[src/rtl/memshare_coladdr_skid_buf_pkg.sv]
// Shared configuration for the memShare column-address skid buffer.
//   COL_ADDR_W        : column address width
//   MAX_ALLOC_SEQ_NUM : longest legal back-to-back isGtr sequence
//   SKID_CNT_W        : width of the skid run-length counter.
//                       It must hold MAX_ALLOC_SEQ_NUM+2, its saturation value.
//   skidBuf_state_t   : skid buffer FSM states
package memShare_config_pkg;

  localparam int COL_ADDR_W        = 8;
  localparam int MAX_ALLOC_SEQ_NUM = 2;
  localparam int SKID_CNT_W        = $clog2(MAX_ALLOC_SEQ_NUM + 3);

  typedef enum logic [1:0] {
    BYPASS = 2'd0,
    SKID   = 2'd1,
    DRAIN  = 2'd2
  } skidBuf_state_t;

endpackage

[src/rtl/memshare_coladdr_skid_buf.sv]
// Column-address skid buffer used inside SCU.memShare().
//
// In normal operation, column addresses pass through one output register.
// While isColAddr_skid_i is high, each word waits one extra cycle in a holding
// register. When the skid ends with a word still held, that word drains during
// a single cycle in which upstream is stalled. A skid run longer than
// MAX_ALLOC_SEQ_NUM+1 cycles sets a sticky overflow flag.
//
// Handshake: a word moves from upstream only when colAddr_vld_i and
// colAddr_rdy_o are both high in the same cycle. colAddr_rdy_o depends only on
// the FSM state, so it never depends combinationally on colAddr_vld_i.
// Downstream has no back-pressure. colAddr_vld_o marks each cycle in which
// colAddr_o carries a new word.
//
// Ports:
//   sys_clk            in   clock
//   rst                in   synchronous, active-high reset
//   colAddr_i          in   incoming column address
//   colAddr_vld_i      in   colAddr_i valid
//   colAddr_rdy_o      out  upstream ready (low only in DRAIN)
//   isColAddr_skid_i   in   skid select from memShare_skid_ctrl
//   pipeCycle_begin_i  in   start of a memShare() pipeline cycle
//                           (restarts the skid run length)
//   colAddr_o          out  registered column address; holds its value while vld is low
//   colAddr_vld_o      out  colAddr_o valid
//   skid_ovf_o         out  sticky skid-run overflow flag
//   skidState_o        out  current FSM state (debug)
module memshare_coladdr_skid_buf
  import memShare_config_pkg::*;
(
  input  logic                  sys_clk,
  input  logic                  rst,
  input  logic [COL_ADDR_W-1:0] colAddr_i,
  input  logic                  colAddr_vld_i,
  output logic                  colAddr_rdy_o,
  input  logic                  isColAddr_skid_i,
  input  logic                  pipeCycle_begin_i,
  output logic [COL_ADDR_W-1:0] colAddr_o,
  output logic                  colAddr_vld_o,
  output logic                  skid_ovf_o,
  output skidBuf_state_t        skidState_o
);

  localparam logic [SKID_CNT_W-1:0] CNT_ONE = SKID_CNT_W'(1);
  localparam logic [SKID_CNT_W-1:0] CNT_SAT = SKID_CNT_W'(MAX_ALLOC_SEQ_NUM + 2);

  skidBuf_state_t          state_q, state_nxt;
  logic [COL_ADDR_W-1:0]   colAddr_q, colAddr_nxt;
  logic                    vld_q, vld_nxt;
  logic [COL_ADDR_W-1:0]   skidReg_q, skidReg_nxt;
  logic                    skidVld_q, skidVld_nxt;
  logic [SKID_CNT_W-1:0]   skidCnt_q, skidCnt_nxt, skidCntInc;
  logic                    ovf_q, ovf_nxt;
  logic                    acc;

  assign colAddr_rdy_o = (state_q != DRAIN);
  assign acc           = colAddr_vld_i & colAddr_rdy_o;
  assign skidCntInc    = (skidCnt_q == CNT_SAT) ? CNT_SAT : skidCnt_q + CNT_ONE;

  always_comb begin
    state_nxt   = state_q;
    colAddr_nxt = colAddr_q;
    vld_nxt     = 1'b0;
    skidReg_nxt = skidReg_q;
    skidVld_nxt = skidVld_q;
    skidCnt_nxt = skidCnt_q;
    ovf_nxt     = ovf_q;
    unique case (state_q)
      BYPASS: begin
        if (isColAddr_skid_i) begin
          skidReg_nxt = colAddr_i;
          skidVld_nxt = acc;
          skidCnt_nxt = CNT_ONE;
          state_nxt   = SKID;
        end else begin
          vld_nxt = acc;
          // The output register loads only real words, so it holds its value across bubbles.
          if (acc) colAddr_nxt = colAddr_i;
        end
      end
      SKID: begin
        vld_nxt = skidVld_q;
        if (skidVld_q) colAddr_nxt = skidReg_q;
        skidReg_nxt = colAddr_i;
        skidVld_nxt = acc;
        if (isColAddr_skid_i) begin
          // A new pipeline cycle starts a new skid sequence. The restart takes the place of the increment.
          if (pipeCycle_begin_i) begin
            skidCnt_nxt = CNT_ONE;
          end else begin
            skidCnt_nxt = skidCntInc;
            if (skidCntInc == CNT_SAT) ovf_nxt = 1'b1;
          end
        end else begin
          skidCnt_nxt = '0;
          state_nxt   = acc ? DRAIN : BYPASS;
        end
      end
      DRAIN: begin
        vld_nxt     = 1'b1;
        colAddr_nxt = skidReg_q;
        skidVld_nxt = 1'b0;
        state_nxt   = BYPASS;
      end
      default: state_nxt = BYPASS;
    endcase
  end

  always_ff @(posedge sys_clk) begin
    if (rst) begin
      state_q   <= BYPASS;
      colAddr_q <= '0;
      vld_q     <= 1'b0;
      skidReg_q <= '0;
      skidVld_q <= 1'b0;
      skidCnt_q <= '0;
      ovf_q     <= 1'b0;
    end else begin
      state_q   <= state_nxt;
      colAddr_q <= colAddr_nxt;
      vld_q     <= vld_nxt;
      skidReg_q <= skidReg_nxt;
      skidVld_q <= skidVld_nxt;
      skidCnt_q <= skidCnt_nxt;
      ovf_q     <= ovf_nxt;
    end
  end

  assign colAddr_o     = colAddr_q;
  assign colAddr_vld_o = vld_q;
  assign skid_ovf_o    = ovf_q;
  assign skidState_o   = state_q;

endmodule

[config.mk]
export PLATFORM = sky130hd
export DESIGN_NAME = memshare_coladdr_skid_buf
export DESIGN_NICKNAME = d
export VERILOG_FILES = /design/src/rtl/memshare_coladdr_skid_buf_pkg.sv /design/src/rtl/memshare_coladdr_skid_buf.sv
export SDC_FILE = /design/constraint.sdc
export NUM_CORES = 1
export LEC_CHECK = 0
export BUFFER_PORTS_ARGS = -buffer_cell sky130_fd_sc_hd__buf_2
export CORE_UTILIZATION = 47
export DETAILED_ROUTE_END_ITERATION = 8
export PLACE_DENSITY = 0.73
export SYNTH_ARGS = -nofsm -noshare
export SYNTH_HDL_FRONTEND = slang
export SYNTH_SLANG_ARGS = --single-unit
[constraint.sdc]
create_clock -name sys_clk -period 1.85 [get_ports sys_clk]
set_input_delay 0 -clock sys_clk [delete_from_list [all_inputs] [get_ports sys_clk]]
set_output_delay 0 -clock sys_clk [all_outputs]
set_load 0.03 [all_outputs]
==> impl.org, run 1 <==
** Cells and area
- In the final layout, the share of cells above drive strength 1 is 0.341.
- Layout Area Growth over Synthesis :: 31.6%
- Final std cells w/o fill :: 194
- Once layout is complete, the utilization of the core stands at 0.651.
- N_diodes :: 0
- The final layout contains 185 nets.

** Drt
- The detailed router put a total of 1080 um of wire on met1.
- Wire segments on met2 add up to 1160 um in the final route.
- In the final routed layout, each cell accounts on average for 12.1 um.
- Number of DRC markers after the initial detailed-route iteration :: 12
- Number of detailed-route iterations in the first pass :: 4
- Total wire length :: 2340 um
- After detailed routing, the number of remaining DRC violations is 0.
- Vias/cell :: 5.01
- After detailed routing, no signal wire sits above met4.
- Met3 wire length :: 74 um
- The final route contains 971 vias.
- Antenna viol nets, final :: 0

** Clock tree
- TritonCTS built the clock tree.
- For the worst-skew pair, the clock arrives at the later sink with an insertion delay of 0.30 ns.
- Once the clock tree was built, the setup fixing pass inserted 0 buffers.
- Clock-pin slew was measured on the worst setup and hold paths at 0.13 ns.
- The longest clock path from root to sink contains 2 buffers.
- Clock root buffer :: sky130_fd_sc_hd__clkbuf_4
- CTS buffer count :: 3
- H-tree depth :: 1
- The tree built by TritonCTS fans out to 24 sinks.

** STA
- The final number of hold-violating endpoints was 0.
- Clock tree skew after final layout :: 0.00170 ns
- Setup violations remaining at the end of the flow were counted as 0.
- Max-slew headroom at the worst pin :: 0.626
- Setup repair after global routing left no endpoint under its margin.
- The worst path needs 1.80 ns of the cycle, external delays included.
- Top achievable clock speed :: 0.554 GHz
- Measured slew at the worst slew-check pin :: 0.560 ns
- After layout, the worst setup slack is 0.0451 ns.
- Pins over their slew limit :: 0
- Of the available clock period, the critical path in the final layout requires 0.976.

** GRT
- Total global routing overflow :: 0
- Wire length of the first global-routing pass :: 3850 um
- The initial antenna violation count was 0.
- For this run, the total global-route usage over all layers was measured as 0.189.
- Maximum number of pins on one net before global-route repair :: 34
- Via count of the first global-routing pass :: 891

** Yosys
- Mapped Avg Cell Area :: 9.96 um2
- The biggest area contributor in the post-synthesis netlist is sky130_fd_sc_hd__dfxtp_1.
- Of the synthesized area, sequential elements account for 0.395.
- In the synthesized netlist, the number of instances is 122.
- Synth Cell Area :: 1210 um2
- The number of different library cells used by synthesis comes to 27.
- Top flip-flop cell by instance count after synthesis :: sky130_fd_sc_hd__dfxtp_1
- XOR/XNOR share of the synthesized area :: 0
- Synth area leaders :: sky130_fd_sc_hd__dfxtp_1 40%, sky130_fd_sc_hd__mux2i_1 14%, sky130_fd_sc_hd__mux2_4 9.9%
- Syn Nets :: 142
- Mux cell area share after synthesis :: 0.239
- Dominant combinational cell family by area after synthesis :: multiplexers
- Of the total synthesized cell area, the portion taken by AND, OR, NAND and NOR gates is 0.168.
- Compound-Gate Fraction of Synth Area :: 0.0783
- The commonest cells after synthesis are 24 x sky130_fd_sc_hd__dfxtp_1, 17 x sky130_fd_sc_hd__mux2i_1, 16 x sky130_fd_sc_hd__nor2_1.
- Adder-cell share of the synthesized area :: 0.0721
- Number of flip-flops and latches in the synthesized netlist :: 24
- The Yosys step of the flow raised 0 warnings.
- Synth top area share :: 0.395
- In this run, synthesis inferred 0 flip-flops with an integrated enable.
- Among all cell types in the netlist, the one instantiated most often is sky130_fd_sc_hd__dfxtp_1.
- Post-synthesis async set-or-reset flop share :: 0

** Placement
- The count of buffers added on input and output ports is 25.
- Prior to clock tree synthesis, the placed netlist has a worst setup slack of -0.0342 ns.
- Number of instances in the placed design :: 180
- The congestion estimate from routability-driven global placement came to 0.757.
- The HPWL after detailed placement is 1660 um.

** Setup path
- The worst setup path is launched from a register.
- In this run the worst path has a maximum fanout of 4.
- In this run the worst setup path terminates at skidVld_q.
- The critical path goes through inv_4, buf_4, ha_1, and2b_2, or4b_2, a21oi_2.
- Flop-to-flop setup slack :: 0.05 ns
- STA classifies the critical path endpoint as a register.
- In this run the worst setup path begins at skidState_o[0].
- In this design, the largest share of critical-path delay is due to simple AND/OR/NAND/NOR gates.
- The critical path runs through a total of 6 cells.
- Endpoint of the lowest-slack register-to-register path :: skidVld_q
- Reg2reg path depth :: 6
- Launch instance of the worst register-to-register path :: skidState_o[0]
- Critical-path cell with the highest stage delay :: sky130_fd_sc_hd__or4b_2
- Arrival time at the worst endpoint :: 2.05 ns
- In this design, the stage delay of the slowest critical-path cell is 0.63 ns.
- The worst setup path is of the register to register kind.
- Sum of buffers and inverters on the critical path :: 2
- At the worst endpoint, the required time is 2.10 ns.

** Floorplanning
- FP Rows :: 18
- The initial utilization of the core area, before any placement, comes to 0.495.
- The floorplan step set the die width to 52.8 um.
- Vertical die dimension :: 52.8 um
- In this run the count of I/O pins placed on the die edge is 26.
- In this run the standard cell core region covers 2450 um2.
- The die covers 2790 um2.

** Min path
- Worst Hold Path Cells :: 4
- The path class of the tightest hold or removal check is input pin to register.

** Run status
- The flow ran to the end, and the final reports show no timing, DRC or antenna violations.

** Run
- The tool flagged a number of max-cap violations equal to 0.

** Power and ir drop
- The worst-case IR drop observed on VDD is 0.000565 V.
- The analysis attributes to cell leakage a power of 0.748 nW.
- In this run the power density over the cells is 778 nW/um2.
- Overall Power :: 1.24 mW
## area by class of cell
class	instances	area, um2
Fill cell	196	856
Multi-Input combinational cell	85	694
Sequential cell	24	485
Timing Repair Buffer	44	305
Clock buffer	4	47.5
Tap cell	30	37.5
Inverter	7	28.8
## kinds of logic (layout without fill, tap and decap cells)
logic type / count (synthesis) / count (layout)
DFF: 24 / 24
and+or+nand+nor: 38 / 38
AOI/OAI and AO/OA: 15 / 15
muxes: 25 / 25
buffers and inverters: 13 / 55
adders and majority gates: 7 / 7
## routing by layer
layer / vias to the layer above / GRT usage
li1: 505 / -
met1: 446 / 0.242
met2: 16 / 0.314
met3: 4 / 0.0377
met4: 0 / 0.0570
met5: - / 0
## where the power goes
part / switching [mW] / leakage, nW / internal, mW
sequential: 0.0212 / 0.198 / 0.558
combinational: 0.175 / 0.524 / 0.170
clock: 0.154 / 0.0261 / 0.165
## sequential cells by signal, summed over array words and instances, names as in the netlist
register / flops
colAddr_o: 8
colAddr_vld_o: 1
skidCnt_q: 3
skidReg_q: 8
skidState_o: 2
skidVld_q: 1
skid_ovf_o: 1
## layout by cell type (no fill, tap or decap), types with 2 or more instances in the layout
cell type / count
sky130_fd_sc_hd__nor2b_1: 8
sky130_fd_sc_hd__nand3b_1: 2
sky130_fd_sc_hd__dfxtp_1: 22
sky130_fd_sc_hd__nand2_1: 3
sky130_fd_sc_hd__mux2_4: 8
sky130_fd_sc_hd__nor2_1: 16
sky130_fd_sc_hd__dlygate4sd3_1: 10
sky130_fd_sc_hd__clkbuf_4: 3
sky130_fd_sc_hd__buf_4: 8
sky130_fd_sc_hd__a21oi_1: 6
sky130_fd_sc_hd__ha_1: 6
sky130_fd_sc_hd__nand2b_1: 2
sky130_fd_sc_hd__o21ai_0: 3
sky130_fd_sc_hd__inv_1: 6
sky130_fd_sc_hd__mux2i_1: 17
sky130_fd_sc_hd__buf_2: 25
## worst register-to-register path, stage by stage, from the launching register on
cell and delay (ns):
sky130_fd_sc_hd__dfxtp_4 0.38, sky130_fd_sc_hd__inv_4 0.04, sky130_fd_sc_hd__buf_4 0.12, sky130_fd_sc_hd__ha_1 0.23
sky130_fd_sc_hd__and2b_2 0.22, sky130_fd_sc_hd__or4b_2 0.63, sky130_fd_sc_hd__a21oi_2 0.13
## through the flow
step | cell area (um2) | hold WS (ns) | setup TNS, ns
after global routing | 1600 | 0.0324 | 0
after CTS | 1600 | 0.0222 | 0
after global placement | 1450 | 0.246 | 0
final | 1600 | 0.0226 | 0
after detailed placement | 1450 | 0.260 | -0.248
after floorplan | 1240 | 0.144 | -0.00192
## how the worst min path moves through the flow
stage | startpoint | end | slack, ns
2_1_floorplan | colAddr_i[0] | skidReg_q[0] | 0.14
3_3_place_gp | colAddr_i[1] | skidReg_q[1] | 0.25
3_5_place_dp | colAddr_i[4] | skidReg_q[4] | 0.26
4_1_cts | pipeCycle_begin_i | skidCnt_q[1] | 0.02
5_1_grt | pipeCycle_begin_i | skidCnt_q[1] | 0.03
6_report | pipeCycle_begin_i | skidCnt_q[1] | 0.02
## timing repair
action                                 in CTS  in global routing
endpoints found under the hold margin      10                  0
pin swaps                                   0                  1
setup endpoints to repair                   8                  9
hold buffers                               10                  0
resized for setup                           1                  1
(Power assumes the default switching activity.)
==> run 2: changes to the inputs <==
ABC_AREA = 1   (was unset)
CORE_UTILIZATION = 48   (was 47)
PLACE_DENSITY = 0.74   (was 0.73)
==> run 2 against run 1 <==
  * Global-route usage is 2.1 points higher
  * Register-to-register slack improved by 0.17 ns
  * Fmax is 10% higher
  * Die area up 2.3%
  * Combinational power is 35% higher
  * Cell count is 19% higher
  * Power rose by 11%
  * Synthesized area is 4.5% higher
  * Utilization fell by 3.3 points
  * Non-clock buffer count down 8
  * Critical path type unchanged
==> impl.org, run 2 <==
** Power and ir drop
- Worst vdd ir :: 0.000559 V (-1.0%)
- Net switching power :: 502 uW (+43%)
- Gate power share :: 0.340 (+0.062)
- The switching part of the total is 0.365 (+0.0836).
- The total power divided by cell area was 897 nW/um2 (+15%).
- The portion of total power attributed to sequential cells is 0.456 (-0.010).
- Total leakage power :: 0.706 nW (-5.7%)
- Clock network power share :: 0.204 (-0.052)
- Internal Pwr Total :: 873 uW (-2.3%)
- Overall Power :: 1.37 mW (+11%)

** Clock tree
- The clock slew seen by the registers of the worst setup and hold paths was 0.14 ns (about the same).
- The clock tree buffer depth is 2 (unchanged).
- The number of post-CTS setup repair buffers came to 0 (unchanged).
- The total number of H-tree levels was 1 (unchanged).
- Clock network latency to the later pin of the worst-skew pair :: 0.31 ns (about the same)
- The quantity of gates resized following cts is 0 (-1).
- Clock sink count :: 24 (unchanged)
- Clock tree synthesis selected as its root buffer the cell sky130_fd_sc_hd__clkbuf_4.
- TritonCTS clock tree :: done
- CTS buffer count :: 3 (unchanged)

** Floorplanning
- The height of the die was 53.4 um (+1.1%).
- The area of the placeable core is 2480 um2 (+0.92%).
- Starting density of the core :: 0.513 (+0.0177)
- The total die area was 2860 um2 (+2.3%).
- Die X :: 53.4 um (+1.1%)
- The number of ports placed on the die boundary came to 26 (unchanged).
- The number of rows in the core area came to 18 (unchanged).

** Placement
- The number of port buffers was 25 (unchanged).
- The post-placement cell count came to 217 (+21%).
- The detailed-placement wirelength estimate is 1860 um (+12%).
- Placed cell areas :: 1400 um2 (-3.5%)
- The final weighted congestion of routability-driven global placement came to 0.745 (-1.5%).

** Yosys
- Synth top area share :: 0.378 (-0.0171)
- Yosys warning total :: 0 (unchanged)
- The post-synthesis cell count came to 167 (+37%).
- Top flip-flop cell by instance count after synthesis :: sky130_fd_sc_hd__dfxtp_1
- The number of synthesized register bits was 24 (unchanged).
- The net count after synthesis is 187 (+32%).
- By instance count, the leading cell after synthesis is sky130_fd_sc_hd__nand2_1.
- The average footprint of a synthesized cell came to 7.60 um2 (-24%).
- The combined area of all synthesized cells came to 1270 um2 (+4.5%).
- The fraction of synthesis flops using an asynchronous set or reset pin was 0 (unchanged).
- Sequential cell area fraction in the yosys report :: 0.378 (-0.0171)
- Count of different cell masters after synthesis :: 23 (-15%)
- Library cell with the largest summed area after synthesis :: sky130_fd_sc_hd__dfxtp_1
- Synth top cells by count :: 31 x sky130_fd_sc_hd__nand2_1, 24 x sky130_fd_sc_hd__dfxtp_1, 19 x sky130_fd_sc_hd__inv_1
- The number of enable flip-flop cells after synthesis came to 0 (unchanged).
- Ranked by total cell area, the synthesized netlist is headed by sky130_fd_sc_hd__dfxtp_1 38%, sky130_fd_sc_hd__nand2_1 9.2%, sky130_fd_sc_hd__ha_1 6.9%.

** Drt
- The number of vias after detailed routing is 1160 (+19%).
- Number of DRC markers after the initial detailed-route iteration :: 29 (+17)
- Vias/cell :: 5.02 (+0.33%)
- The number of iterations in the first detailed-routing pass is 4 (unchanged).
- DRC violations left :: 0 (unchanged)
- Antenna viol nets, final :: 0 (unchanged)
- Total wire length :: 2610 um (+12%)
- Detail-routed net length per standard cell :: 11.3 um (-6.3%)

** STA
- Clock tree skew after final layout :: 0.00679 ns (+0.00509 ns)
- Max-slew headroom at the worst pin :: 0.729 (+0.102)
- Setup TNS :: 0 ns (unchanged)
- The final period utilization was 0.885 (-0.0904).
- Final period demand of the worst path :: 1.64 ns (-0.167 ns)
- The final number of hold-violating endpoints is 0 (unchanged).
- Measured slew at the worst slew-check pin :: 0.407 ns (-0.153 ns)
- RSZ-0062 raised after global routing :: no
- Top achievable clock speed :: 0.611 GHz (+10%)
- The final setup violation count is 0 (unchanged).
- The final count of pins violating max slew is 0 (unchanged).

** Cells and area
- Final std cells w/o fill :: 231 (+19%)
- In the layout the commonest cells are 31 x sky130_fd_sc_hd__nand2_1, 25 x sky130_fd_sc_hd__buf_2, 24 x sky130_fd_sc_hd__dfxtp_1.
- Layout fillers :: 236 (+20%)
- The share of cells above drive strength 1 was 0.254 (-0.0877).
- N_diodes :: 0 (unchanged)
- The post-route standard cell area excluding fillers is 1530 um2 (-4.2%).
- Multi-input combinational cell area :: 658 um2 (-5.2%)
- The total number of nets in the final design was 222 (+20%).
- Layout Area Growth over Synthesis :: 20.6%
- Register area :: 480 um2 (-1.0%)
- Leaving out fill and tap cells, the most frequent cell in the layout is sky130_fd_sc_hd__nand2_1.

** Setup path
- The worst register-to-register path begins at skidState_o[0].
- The worst setup path is launched from a register.
- First element of the critical path :: skidState_o[0]
- The data arrival time of the critical path was 1.86 ns (-0.19 ns).
- Category of the critical setup timing path :: register to register
- Required time at the worst-slack endpoint :: 2.07 ns (-0.03 ns)
- The largest fanout on the critical path was 16 (+12).
- Category of the worst setup path capture point :: register

** GRT
- Total global-route track usage :: 0.210 (+0.0210)
- The via count of the first global-routing pass is 1057 (+19%).
- Maximum number of pins on one net before global-route repair :: 19 (-44%)
- The first-pass GRT wire length is 4430 um (+15%).
- Total global routing overflow :: 0 (unchanged)
- Number of antenna violations at the first check in global routing :: 0 (unchanged)

** Min path
- In this run the most critical hold path is launched from colAddr_vld_i.
- Type of the tightest min-delay check :: input pin to register

** Run
- Max-capacitance violation count :: 0 (unchanged)

** Run status
- The run finished with clean final reports.
## run 2: changes by cell type after synthesis, moves of 10 or more
cell	delta
sky130_fd_sc_hd__inv_1	+12
sky130_fd_sc_hd__mux2i_1	-17
sky130_fd_sc_hd__a21oi_1	+10
sky130_fd_sc_hd__nand3_1	+10
sky130_fd_sc_hd__nand2_1	+28
## run 2: final timing paths
kind                         to  slack, ns  cells past startpoint
setup / recovery   colAddr_o[1]       0.21                      8
setup reg to reg   colAddr_o[1]       0.21                      8
hold / removal    colAddr_vld_o       0.02                      5
hold reg to reg      skid_ovf_o       0.46                      2
## run 2: worst max-delay path: stages, from the launching register on
cell and delay, ns:
sky130_fd_sc_hd__dfxtp_1 0.43, sky130_fd_sc_hd__inv_1 0.11, sky130_fd_sc_hd__ha_1 0.25, sky130_fd_sc_hd__nor2_2 0.20, sky130_fd_sc_hd__nand2_1 0.09, sky130_fd_sc_hd__nand2_2 0.24, sky130_fd_sc_hd__nand3_1 0.11, sky130_fd_sc_hd__nand2_1 0.08
sky130_fd_sc_hd__nor2_1 0.04
## run 2: timing repair
action                                 4_1_cts  5_1_grt
endpoints found under the hold margin       14        0
hold buffers                                10        0
setup endpoints to repair                    0        0
## run 2: power by group through the flow
stage / registers [mW] / clock network (mW) / logic [mW]
4_1_cts: 0.626 / 0.288 / 0.468
3_3_place_gp: 0.635 / 0 / 0.439
3_5_place_dp: 0.636 / 0 / 0.450
5_1_grt: 0.635 / 0.305 / 0.522
6_report: 0.626 / 0.281 / 0.467
2_1_floorplan: 0.701 / 0 / 0.303
## run 2: logic make-up after synthesis
group                      share of synthesized area
buffers and inverters                          0.103
and+or+nand+nor                                0.225
AOI/OAI and AO/OA                              0.225
DFF                                            0.378
adders and majority gates                     0.0690
## run 2: final cells by class
type	instances	share of cell area
well taps	30	0.0245
inverters	23	0.0564
repair buffers	36	0.152
clock buffers	4	0.0237
flip-flops and latches	24	0.314
multi-input cells	114	0.430
## run 2: metrics by stage
step / util / hold WS, ns / setup WS, ns
after global placement: 0.563 / 0.252 / 0.274
after floorplan: - / 0.0691 / 0.150
final: 0.618 / 0.0247 / 0.212
after CTS: 0.618 / 0.0175 / 0.227
after global routing: 0.618 / 0.0414 / 0.0202
after detailed placement: 0.563 / 0.262 / 0.251
## run 2: layer usage
metal	vias up	share of wire	GRT usage
li1	607	-	-
met1	530	0.52	0.272
met2	21	0.44	0.360
met3	2	0.032	0.0345
met4	0	0.0057	0.0395
met5	-	0	0
